<file path="src/rtl/uart_rx_ctrl_if.sv">
// Signal bundle between the Rx pin / shift-register block and the UART receive bit-timing
// controller. master = pin/flag side, slave = the controller.
interface uart_rx_ctrl_if;
    logic Rx;
    logic clr_frame_err;
    logic shift;
    logic load_buffer;
    logic busy;
    logic frame_err;

    modport master (
        output Rx,
        output clr_frame_err,
        input  shift,
        input  load_buffer,
        input  busy,
        input  frame_err
    );

    modport slave (
        input  Rx,
        input  clr_frame_err,
        output shift,
        output load_buffer,
        output busy,
        output frame_err
    );
endinterface

</file>
<file path="src/rtl/uart_rx_ctrl.sv">
// UART receive bit-timing controller: finds the start bit, issues mid-bit shift pulses and a
// load_buffer pulse after the stop bit. Define UART_RX_FRAME_ERR_EN to enable sticky frame_err.
module uart_rx_ctrl #(
    parameter int unsigned DIVISOR = 434,
    parameter int unsigned CNT_W   = 16
) (
    input  logic           CLOCK,
    input  logic           reset,
    uart_rx_ctrl_if.slave  rx_if
);

    localparam logic [CNT_W-1:0] HALF_LAST = CNT_W'(DIVISOR / 2 - 1);
    localparam logic [CNT_W-1:0] BIT_LAST  = CNT_W'(DIVISOR - 1);
    localparam logic [2:0]       LAST_BIT  = 3'd7;

    typedef enum logic [2:0] {
        IDLE,
        START,
        DATA,
        STOP,
        WAIT_HIGH
    } state_t;

    state_t           r_state;
    logic [CNT_W-1:0] r_cnt;
    logic [2:0]       r_bit_idx;
    logic [1:0]       r_sync;
    logic             r_shift;
    logic             r_load;
    logic             r_busy;
    logic             w_rx_s;

`ifdef UART_RX_FRAME_ERR_EN
    logic             r_frame_err;
`else
    logic             w_unused_clr;
`endif

    assign w_rx_s = r_sync[1];

    // Synchronizer, bit-timing counter and frame FSM with registered pulse outputs
    always_ff @(posedge CLOCK) begin
        if (reset) begin
            r_state     <= IDLE;
            r_cnt       <= '0;
            r_bit_idx   <= '0;
            r_sync      <= 2'b11;
            r_shift     <= 1'b0;
            r_load      <= 1'b0;
            r_busy      <= 1'b0;
`ifdef UART_RX_FRAME_ERR_EN
            r_frame_err <= 1'b0;
`endif
        end else begin
            r_sync  <= {r_sync[0], rx_if.Rx};
            r_shift <= 1'b0;
            r_load  <= 1'b0;
`ifdef UART_RX_FRAME_ERR_EN
            if (rx_if.clr_frame_err) begin
                r_frame_err <= 1'b0;
            end
`endif
            case (r_state)
                IDLE: begin
                    r_cnt <= '0;
                    if (!w_rx_s) begin
                        r_state <= START;
                        r_busy  <= 1'b1;
                    end
                end

                START: begin
                    if (r_cnt == HALF_LAST) begin
                        r_cnt <= '0;
                        if (!w_rx_s) begin
                            r_state   <= DATA;
                            r_bit_idx <= '0;
                        end else begin
                            r_state <= IDLE;
                            r_busy  <= 1'b0;
                        end
                    end else begin
                        r_cnt <= r_cnt + CNT_W'(1);
                    end
                end

                DATA: begin
                    if (r_cnt == BIT_LAST) begin
                        r_cnt     <= '0;
                        r_shift   <= 1'b1;
                        r_bit_idx <= r_bit_idx + 3'd1;
                        if (r_bit_idx == LAST_BIT) begin
                            r_state <= STOP;
                        end
                    end else begin
                        r_cnt <= r_cnt + CNT_W'(1);
                    end
                end

                STOP: begin
                    if (r_cnt == BIT_LAST) begin
                        r_cnt <= '0;
                        if (w_rx_s) begin
                            r_load  <= 1'b1;
                            r_state <= IDLE;
                            r_busy  <= 1'b0;
                        end else begin
                            // Low stop bit: wait for the line to recover before hunting again
`ifdef UART_RX_FRAME_ERR_EN
                            r_frame_err <= 1'b1;
`else
                            r_load      <= 1'b1;
`endif
                            r_state <= WAIT_HIGH;
                        end
                    end else begin
                        r_cnt <= r_cnt + CNT_W'(1);
                    end
                end

                WAIT_HIGH: begin
                    r_cnt <= '0;
                    if (w_rx_s) begin
                        r_state <= IDLE;
                        r_busy  <= 1'b0;
                    end
                end

                default: begin
                    r_state <= IDLE;
                    r_cnt   <= '0;
                    r_busy  <= 1'b0;
                end
            endcase
        end
    end

    assign rx_if.shift       = r_shift;
    assign rx_if.load_buffer = r_load;
    assign rx_if.busy        = r_busy;

`ifdef UART_RX_FRAME_ERR_EN
    assign rx_if.frame_err   = r_frame_err;
`else
    assign rx_if.frame_err   = 1'b0;
    assign w_unused_clr      = rx_if.clr_frame_err;
`endif

endmodule
</file>
<file path="src/flat_wrapper.sv">
// flat-port wrapper written by rule: the top's interface ports become plain ports
module uart_rx_ctrl_flat 
#(
    parameter int unsigned DIVISOR = 434,
    parameter int unsigned CNT_W   = 16
)
  (CLOCK, reset, rx_if_Rx, rx_if_clr_frame_err, rx_if_shift, rx_if_load_buffer, rx_if_busy, rx_if_frame_err);
  uart_rx_ctrl_if rx_if_i ();
  input  logic CLOCK;
  input  logic reset;
  input wire logic [$bits(rx_if_i.Rx)-1:0] rx_if_Rx;
  input wire logic [$bits(rx_if_i.clr_frame_err)-1:0] rx_if_clr_frame_err;
  output wire logic [$bits(rx_if_i.shift)-1:0] rx_if_shift;
  output wire logic [$bits(rx_if_i.load_buffer)-1:0] rx_if_load_buffer;
  output wire logic [$bits(rx_if_i.busy)-1:0] rx_if_busy;
  output wire logic [$bits(rx_if_i.frame_err)-1:0] rx_if_frame_err;
  assign rx_if_i.Rx = rx_if_Rx;
  assign rx_if_i.clr_frame_err = rx_if_clr_frame_err;
  assign rx_if_shift = rx_if_i.shift;
  assign rx_if_load_buffer = rx_if_i.load_buffer;
  assign rx_if_busy = rx_if_i.busy;
  assign rx_if_frame_err = rx_if_i.frame_err;
  uart_rx_ctrl #(.DIVISOR(DIVISOR), .CNT_W(CNT_W)) u_core (.CLOCK(CLOCK), .reset(reset), .rx_if(rx_if_i));
endmodule
</file>
<file path="config.mk">
export PLATFORM = sky130hd
export DESIGN_NAME = uart_rx_ctrl_flat
export DESIGN_NICKNAME = d
export VERILOG_FILES = /design/src/rtl/uart_rx_ctrl_if.sv /design/src/rtl/uart_rx_ctrl.sv /design/src/flat_wrapper.sv
export SDC_FILE = /design/constraint.sdc
export NUM_CORES = 1
export LEC_CHECK = 0
export ABC_AREA = 0
export ABC_CLOCK_PERIOD_IN_PS = 2000
export BUFFER_PORTS_ARGS = -buffer_cell sky130_fd_sc_hd__buf_2
export CORE_ASPECT_RATIO = 0.7
export CORE_MARGIN = 8
export CORE_UTILIZATION = 35
export CTS_CLUSTER_DIAMETER = 100
export DETAILED_ROUTE_END_ITERATION = 6
export GPL_ROUTABILITY_DRIVEN = 0
export PLACE_DENSITY = 0.6
export SLEW_MARGIN = 20
export SYNTH_ARGS = -nofsm -noshare
export SYNTH_HDL_FRONTEND = slang
export SYNTH_SLANG_ARGS = --single-unit
export TNS_END_PERCENT = 1
</file>
<file path="constraint.sdc">
create_clock -name CLOCK -period 2 [get_ports CLOCK]
set_input_delay 0.2 -clock CLOCK [delete_from_list [all_inputs] [get_ports CLOCK]]
set_output_delay 0.2 -clock CLOCK [all_outputs]
set_load 0.02 [all_outputs]
</file>
==> impl_metrics.csv, run 1 <==
group,metric,value,unit
clock_network,htree_levels,1,
sta,holdWs,111,ps
layout,multi_input_area,766,µm²
detailed_routing,drt_iter0_drc,131,
synthesis,ys_seq_elements,27,
global_routing,grt_pass1_wl,5000,µm
global_routing,gr-usage-met2,14.8,%
detailed_routing,via_count,1118,
layout,n_fill_cell,377,
placed_design,hpwl,2050,µm
flow_run,maxCapViolations,0,
clock_network,hold_buffers,0,
synthesis,postSynthAreaPerCell,9.15,µm²
clock_network,clk_pin_slew,90,ps
critical_path,cp-end-kind,"flip-flop",
detailed_routing,first_pass_iters,5,
sta,clock_skew,2.93,ps
synthesis,synthCells,149,
synthesis,async_flop_share,0,%
placed_design,portBuffers,5,
critical_path,cp_max_fo,8,
sta,slew_viol_final,0,
global_routing,antenna_found_initial,0,
critical_path,worstSetupPathType,"flip-flop to flip-flop",
global_routing,use_met3,3.18,%
global_routing,grt-ovfl-total,0,
clock_network,cts_root_buf,"clkbuf_8",
layout,seqCellArea,541,µm²
layout,layout.nets,165,
run_status,status,"complete, no violations",
global_routing,busiest_layer,"met2",
sta,rsz0062_at_grt,"false",
layout,layout_commonest_cell,"dfxtp_1",
floorplanning,io_pins,8,
clock_network,clk_latency,270,ps
clock_network,clockBufferDepth,2,
clock_network,tritoncts,"yes",
clock_network,cts_buffers,3,
synthesis,yosysSeqAreaShare,39.6,%
floorplanning,std_cell_rows,19,
sta,finalSetupViolations,0,
layout,antenna_cells,0,
clock_network,numClockSinks,27,
synthesis,synth.cell_area,1360,µm²
hold_path,hold_path.class,"input pin to flip-flop",
floorplanning,die_area,6180,µm²
clock_network,ctsResizeCount,0,
synthesis,ys_types,44,
sta,worst_slew_pin_slew,502,ps
sta,relSlewSlack,66.5,%
floorplanning,die-height,68.2,µm
synthesis,yosysWarnings,0,
layout,area_growth,9.27,%
floorplanning,fp.coreArea,3830,µm²
layout,fin_cells,207,
power,peakVddDrop,333,µV
critical_path,crit_required,2190,ps
layout,layout-drive-gt1-share,15.5,%
sta,tns,0,ps
global_routing,grt_max_degree,29,
synthesis,synth_top_flop_cell,"dfxtp_1",
critical_path,start_kind,"flip-flop",
floorplanning,start_util,35.6,%
critical_path,critPathArrivalTime,1960,ps
power,p_leak,0.527,nW
sta,finalCriticalPeriod,1770,ps
sta,hold_viol,0,
detailed_routing,totalWireLength,2780,µm
detailed_routing,wl_per_cell,13.4,µm
synthesis,synth_nets,158,
synthesis,synth_edf_count,0,
sta,fmax,566,MHz
global_routing,grt_use_met1,13.6,%
global_routing,track_usage,9.85,%
sta,fin_crit_sh,88.3,%
detailed_routing,drcViolationCount,0,
critical_path,ff2ff_setup_slack,230,ps
detailed_routing,ant_nets,0,
placed_design,placed_cells,203,
floorplanning,die_w,90.6,µm
clock_network,post_cts_buffers,0,
power,power_density,593,nW/µm²
global_routing,grt_pass1_vias,1034,
detailed_routing,vias_per_cell,5.40,
layout,layout_common_cells,"dfxtp_1 (27), nor3_1 (15), nand3_1 (10)",
[metrics by stage]
| stage | setup WS [ps] | area, µm² | total power (W) | utilization (%) |
|---|---|---|---|---|
| after floorplan | 365 | 1360 | 0.000584 | - |
| after detailed placement | 251 | 1450 | 0.000591 | 37.8 |
| final | 234 | 1490 | 0.000884 | 38.9 |
| after global routing | 77.4 | 1490 | 0.000935 | 38.9 |
| after global placement | 281 | 1450 | 0.000590 | 37.8 |
| after CTS | 239 | 1490 | 0.000897 | 38.9 |
[Yosys cell counts, types with 4 or more instances]
cell,n,area share (%)
o21ai_0,7,2.6
ha_1,5,4.6
nor2_1,4,1.1
nor3_1,15,5.5
nand3_1,10,3.7
dfxtp_1,27,40
nand2_1,7,1.9
a211oi_1,4,2.2
xor2_1,6,3.9
a21oi_1,4,1.5
nand4_1,5,2.3
xnor2_1,5,3.2
[report_power, final]
| group | switching, W | internal (W) |
|---|---|---|
| combinational | 0.0000230 | 0.0000110 |
| sequential | 0.00000366 | 0.000541 |
| clock | 0.000162 | 0.000143 |
| total | 0.000189 | 0.000695 |
[worst paths after layout]
kind               startpoint                to  cells past startpoint
max           u_core.r_cnt[6]  u_core.r_cnt[15]                      4
min                  rx_if_Rx  u_core.r_sync[0]                      2
max reg2reg   u_core.r_cnt[6]  u_core.r_cnt[15]                      4
min reg2reg  u_core.r_sync[0]  u_core.r_sync[1]                      1
[sequential cells by signal, indices dropped and copies added (netlist names)]
| name | cells |
|---|---|
| u_core.r_cnt | 16 |
| u_core.r_bit_idx | 3 |
| u_core.r_state | 3 |
| u_core.r_sync | 2 |
| u_core.rx_if.busy | 1 |
| u_core.rx_if.load_buffer | 1 |
| u_core.rx_if.shift | 1 |
[kinds of logic (layout without fill, tap and decap cells)]
logic type	Yosys count	after routing	synth area share [%]
and+or+nand+nor	68	68	30.7
buffers and inverters	11	17	4.22
DFF	27	27	39.6
xor gates and xnor gates	11	11	7.06
adders and majority gates	5	5	4.59
AOI/OAI and AO/OA	26	26	13.5
other	1	1	0.275
[per-layer routing]
| metal | vias up | share of wire (%) |
|---|---|---|
| met5 | - | 0 |
| met4 | 0 | 0.25 |
| met3 | 2 | 6.3 |
| met2 | 30 | 40 |
| met1 | 520 | 53 |
| li1 | 566 | - |
[layout make-up]
type,count,area share (%)
Timing Repair Buffer,10,4.20
Tap cell,52,4.37
Clock buffer,4,3.02
Multi-Input combinational cell,111,51.4
Sequential cell,27,36.3
Inverter,3,0.756
[worst max-delay path, cell delays in order, from the launching register on]
cell	delay, ps
dfxtp_1	470
and4_1	290
nand4_1	160
or4_1	550
a211oi_2	220
No activity file was read; power rests on OpenSTA's default activity.
==> inputs of run 2 (changes only) <==
- REMOVE_ABC_BUFFERS: unset -> 1
==> impl_metrics.csv, run 2 (same netlist as run 1, synthesis figures left out) <==
group,metric,value,unit
critical_path,r2r_cells,4,
detailed_routing,drt_iter0_drc,71,
global_routing,antenna_found_initial,0,
floorplanning,start_util,35.6,%
critical_path,crit_required,2200,ps
layout,largest_register_ffs,16,
clock_network,hold_buffers,0,
detailed_routing,ant_nets,0,
power,p_sw,0.000193,W
critical_path,ff2ff_setup_slack,230,ps
detailed_routing,first_pass_iters,4,
layout,layout_commonest_cell,"dfxtp_1",
clock_network,post_cts_buffers,0,
power,switching_share,21.7,%
sta,tns,0,ps
power,power.internal,0.000695,W
global_routing,grt_pass1_wl,4730,µm
sta,fmax,565,MHz
floorplanning,die-height,68.2,µm
sta,slew_viol_final,0,
detailed_routing,drcViolationCount,0,
layout,final_core_util,38.9,%
sta,fin_ws,230,ps
clock_network,ctsResizeCount,0,
critical_path,start_kind,"flip-flop",
hold_path,hold_path.class,"input pin to flip-flop",
clock_network,clockBufferDepth,2,
global_routing,grt-ovfl-total,0,
clock_network,htree_levels,1,
power,peakVddDrop,408,µV
layout,antenna_cells,0,
clock_network,clk_latency,270,ps
sta,clock_skew,7.21,ps
detailed_routing,met3WireLength,108,µm
critical_path,critPathCapture,"u_core.r_cnt[15]",
floorplanning,std_cell_rows,19,
critical_path,critPathArrivalTime,1970,ps
clock_network,tritoncts,"yes",
placed_design,portBuffers,5,
detailed_routing,wl_met2,1150,µm
detailed_routing,wl_met1,1480,µm
clock_network,numClockSinks,27,
global_routing,grt_pass1_vias,1048,
run_status,status,"complete, no violations",
clock_network,cts_root_buf,"clkbuf_8",
detailed_routing,via_count,1097,
floorplanning,die_w,90.6,µm
sta,finalSetupViolations,0,
floorplanning,fp.coreArea,3830,µm²
critical_path,crit_chain,"and4_1, nand4_1, or4_1, a211oi_2",
power,power_density,596,nW/µm²
critical_path,startpoint,"u_core.r_cnt[6]",
layout,top_register,"u_core.r_cnt",
power,p_total,0.000888,W
sta,hold_viol,0,
detailed_routing,wl_per_cell,13.2,µm
detailed_routing,totalWireLength,2740,µm
critical_path,critPathSlowestCell,"or4_1",
sta,worst_slew_pin_slew,526,ps
critical_path,cp-end-kind,"flip-flop",
sta,relSlewSlack,65.0,%
sta,fin_crit_sh,88.5,%
placed_design,hpwl,1960,µm
floorplanning,io_pins,8,
global_routing,grt_max_degree,29,
critical_path,cp_max_fo,8,
power,pwr-share-clk,34.8,%
placed_design,dp_slack,241,ps
critical_path,rr_endpoint,"u_core.r_cnt[15]",
layout,layout.nets,165,
sta,finalCriticalPeriod,1770,ps
critical_path,reg2reg_from,"u_core.r_cnt[6]",
sta,rsz0062_at_grt,"false",
detailed_routing,vias_per_cell,5.30,
layout,layout_common_cells,"dfxtp_1 (27), nor3_1 (15), nand3_1 (10)",
critical_path,slowest_delay,550,ps
layout,reg_top3,"u_core.r_cnt: 16 flops, u_core.r_bit_idx: 3 flops, u_core.r_state: 3 flops",
layout,layout-drive-gt1-share,15.5,%
flow_run,maxCapViolations,0,
clock_network,cts_buffers,3,
power,pwr-share-seq,61.4,%
power,p_leak,0.529,nW
layout,area_growth,9.27,%
floorplanning,die_area,6180,µm²
global_routing,track_usage,9.24,%
detailed_routing,routed.top_layer,"met3",
critical_path,worstSetupPathType,"flip-flop to flip-flop",
clock_network,clk_pin_slew,90,ps
power,comb_power_share,3.9,%
run 2: cell counts in the layout (fill, tap and decap cells not counted):
Identical to the previous run, type by type.
run 2: layer usage:
metal  vias up  track usage [%]
met5         -                0
met3         0             2.74
met4         0             1.24
met2        16             15.2
li1        561                -
met1       520             12.1
run 2: area by class of cell:
cell class,instances,area [µm²]
clock buffers,4,45.0
fillers,386,2340
inverters,3,11.3
multi-input cells,111,766
flip-flops and latches,27,541
well taps,52,65.1
repair buffers,10,62.6
run 2: through the flow:
stage | std cells | hold WS, ps | instance area [µm²]
after floorplan | 141 | 269 | 1320
after global placement | 203 | 388 | 1450
after detailed placement | 203 | 390 | 1450
after CTS | 207 | 103 | 1490
after global routing | 207 | 103 | 1490
final | 207 | 109 | 1490
run 2: power by group through the flow:
stage | clock (W) | combinational [W] | sequential, W
2_1_floorplan | 0 | 0.0000158 | 0.000558
3_3_place_gp | 0 | 0.0000331 | 0.000557
3_5_place_dp | 0 | 0.0000341 | 0.000557
4_1_cts | 0.000323 | 0.0000342 | 0.000545
5_1_grt | 0.000341 | 0.0000380 | 0.000546
6_report | 0.000309 | 0.0000342 | 0.000545
run 2: worst min-delay path by stage:
stage                         from                end  slack (ps)  depth (start not counted)
after floorplan              reset  u_core.r_state[1]         270                          1
after global placement    rx_if_Rx   u_core.r_sync[0]         390                          2
after detailed placement  rx_if_Rx   u_core.r_sync[0]         390                          2
after CTS                 rx_if_Rx   u_core.r_sync[0]         100                          2
after global routing      rx_if_Rx   u_core.r_sync[0]         100                          2
final                     rx_if_Rx   u_core.r_sync[0]         110                          2
run 2: critical path, delay by kind of cell, from the launching register on:
| kind | cells | cell delay (ps) |
|---|---|---|
| AND/OR/NAND/NOR | 3 | 1010 |
| flip-flops | 1 | 480 |
| AO/OA/AOI/OAI | 1 | 210 |
==> inputs of run 3 (changes only) <==
==> constraint.sdc (replaced) <==
create_clock -name CLOCK -period 2 [get_ports CLOCK]
set_input_delay 0.6 -clock CLOCK [delete_from_list [all_inputs] [get_ports CLOCK]]
set_output_delay 0.6 -clock CLOCK [all_outputs]
set_load 0.02 [all_outputs]
==> impl_metrics.csv, run 3 (same netlist as run 1, synthesis figures left out) <==
group,metric,value,unit
run_status,status,"complete, no violations",
floorplanning,start_util,35.6,%
critical_path,startpoint,"u_core.r_cnt[10]",
sta,hold_viol,0,
clock_network,numClockSinks,27,
placed_design,hpwl,2060,µm
layout,largest_register_ffs,16,
sta,holdWs,417,ps
detailed_routing,wl_per_cell,13.7,µm
power,p_total,0.000887,W
power,p_leak,0.531,nW
global_routing,track_usage,9.55,%
global_routing,antenna_found_initial,0,
layout,layout_common_cells,"dfxtp_1 (27), nor3_1 (15), nand3_1 (10)",
sta,slew_viol_final,0,
clock_network,htree_levels,1,
sta,finalCriticalPeriod,1760,ps
layout,top_register,"u_core.r_cnt",
critical_path,cp_max_fo,11,
sta,finalSetupViolations,0,
layout,layout.nets,165,
critical_path,critPathCapture,"u_core.r_cnt[2]",
critical_path,ff2ff_setup_slack,240,ps
detailed_routing,drcViolationCount,0,
clock_network,hold_buffers,0,
critical_path,reg2reg_from,"u_core.r_cnt[10]",
detailed_routing,ant_nets,0,
floorplanning,std_cell_rows,19,
critical_path,crit_required,2140,ps
sta,clock_skew,5.17,ps
flow_run,maxCapViolations,0,
detailed_routing,drt_iter0_drc,63,
clock_network,cts_root_buf,"clkbuf_8",
hold_path,hold_path.class,"flip-flop to flip-flop",
global_routing,grt_max_degree,29,
detailed_routing,via_count,1156,
floorplanning,die_w,90.6,µm
global_routing,grt-ovfl-total,0,
sta,worst_slew_pin_slew,513,ps
floorplanning,die_area,6180,µm²
layout,antenna_cells,0,
clock_network,ctsResizeCount,0,
global_routing,grt_pass1_wl,4810,µm
critical_path,rr_endpoint,"u_core.r_cnt[2]",
floorplanning,io_pins,8,
power,power_density,595,nW/µm²
clock_network,clockBufferDepth,2,
sta,fin_ws,235,ps
detailed_routing,first_pass_iters,4,
clock_network,clk_latency,270,ps
clock_network,post_cts_buffers,0,
floorplanning,fp.coreArea,3830,µm²
sta,fmax,567,MHz
detailed_routing,totalWireLength,2830,µm
layout,layout_commonest_cell,"dfxtp_1",
critical_path,r2r_cells,5,
detailed_routing,vias_per_cell,5.58,
sta,tns,0,ps
layout,area_growth,9.36,%
power,peakVddDrop,431,µV
placed_design,portBuffers,5,
clock_network,cts_buffers,3,
clock_network,tritoncts,"yes",
layout,reg_top3,"u_core.r_cnt: 16 flops, u_core.r_bit_idx: 3 flops, u_core.r_state: 3 flops",
critical_path,worstSetupPathType,"flip-flop to flip-flop",
critical_path,critPathArrivalTime,1910,ps
critical_path,start_kind,"flip-flop",
sta,fin_crit_sh,88.2,%
placed_design,dp_slack,243,ps
hold_path,hp-start,"u_core.r_sync[0]",
critical_path,cp-end-kind,"flip-flop",
global_routing,grt_pass1_vias,1032,
floorplanning,die-height,68.2,µm
sta,relSlewSlack,65.8,%
layout,layout-drive-gt1-share,16.1,%
sta,rsz0062_at_grt,"false",
clock_network,clk_pin_slew,90,ps
==> run 3: changes by cell type in the layout (fill, tap and decap cells not counted), sizes merged <==
cell | previous run | this run
clkbuf | 4 | 3
clkinv | 0 | 1
==> run 3: layer usage <==
layer  track usage [%]  up-vias  wire length [µm]
li1                  -      567                 -
met4              2.27        0                19
met5                 0        -                 0
met3              3.29        6               171
met2              16.0       40              1220
met1              11.7      543              1420
==> run 3: how the worst min path moves through the flow <==
stage                             to  depth (start not counted)
floorplan           u_core.r_sync[1]                          1
global placement    u_core.r_sync[1]                          1
detailed placement  u_core.r_sync[1]                          1
CTS                 u_core.r_sync[1]                          1
global route        u_core.r_sync[1]                          1
finish              u_core.r_sync[1]                          1
==> run 3: stage by stage <==
step / area [µm²] / cells / utilization, %
after floorplan: 1320 / 141 / -
after global placement: 1450 / 203 / 37.8
after detailed placement: 1450 / 203 / 37.8
after CTS: 1490 / 207 / 39.0
after global routing: 1490 / 207 / 39.0
final: 1490 / 207 / 39.0
==> run 3: layout make-up <==
type / instances / area [µm²]
fillers: 394 / 2340
multi-input cells: 111 / 766
flip-flops and latches: 27 / 541
well taps: 52 / 65.1
repair buffers: 10 / 62.6
clock buffers: 3 / 41.3
inverters: 3 / 11.3
clock inverters: 1 / 5.00
==> run 3: report_power, final <==
| part | internal, W | switching, W |
|---|---|---|
| clock network | 0.000140 | 0.000169 |
| logic | 0.0000110 | 0.0000227 |
| registers | 0.000541 | 0.00000349 |
==> run 3: worst max-delay path, stage by stage, from the launching register on <==
cell,delay [ps]
dfxtp_1,380
nor4_2,460
nand4_2,260
a22oi_4,260
buf_4,210
nor3_1,70
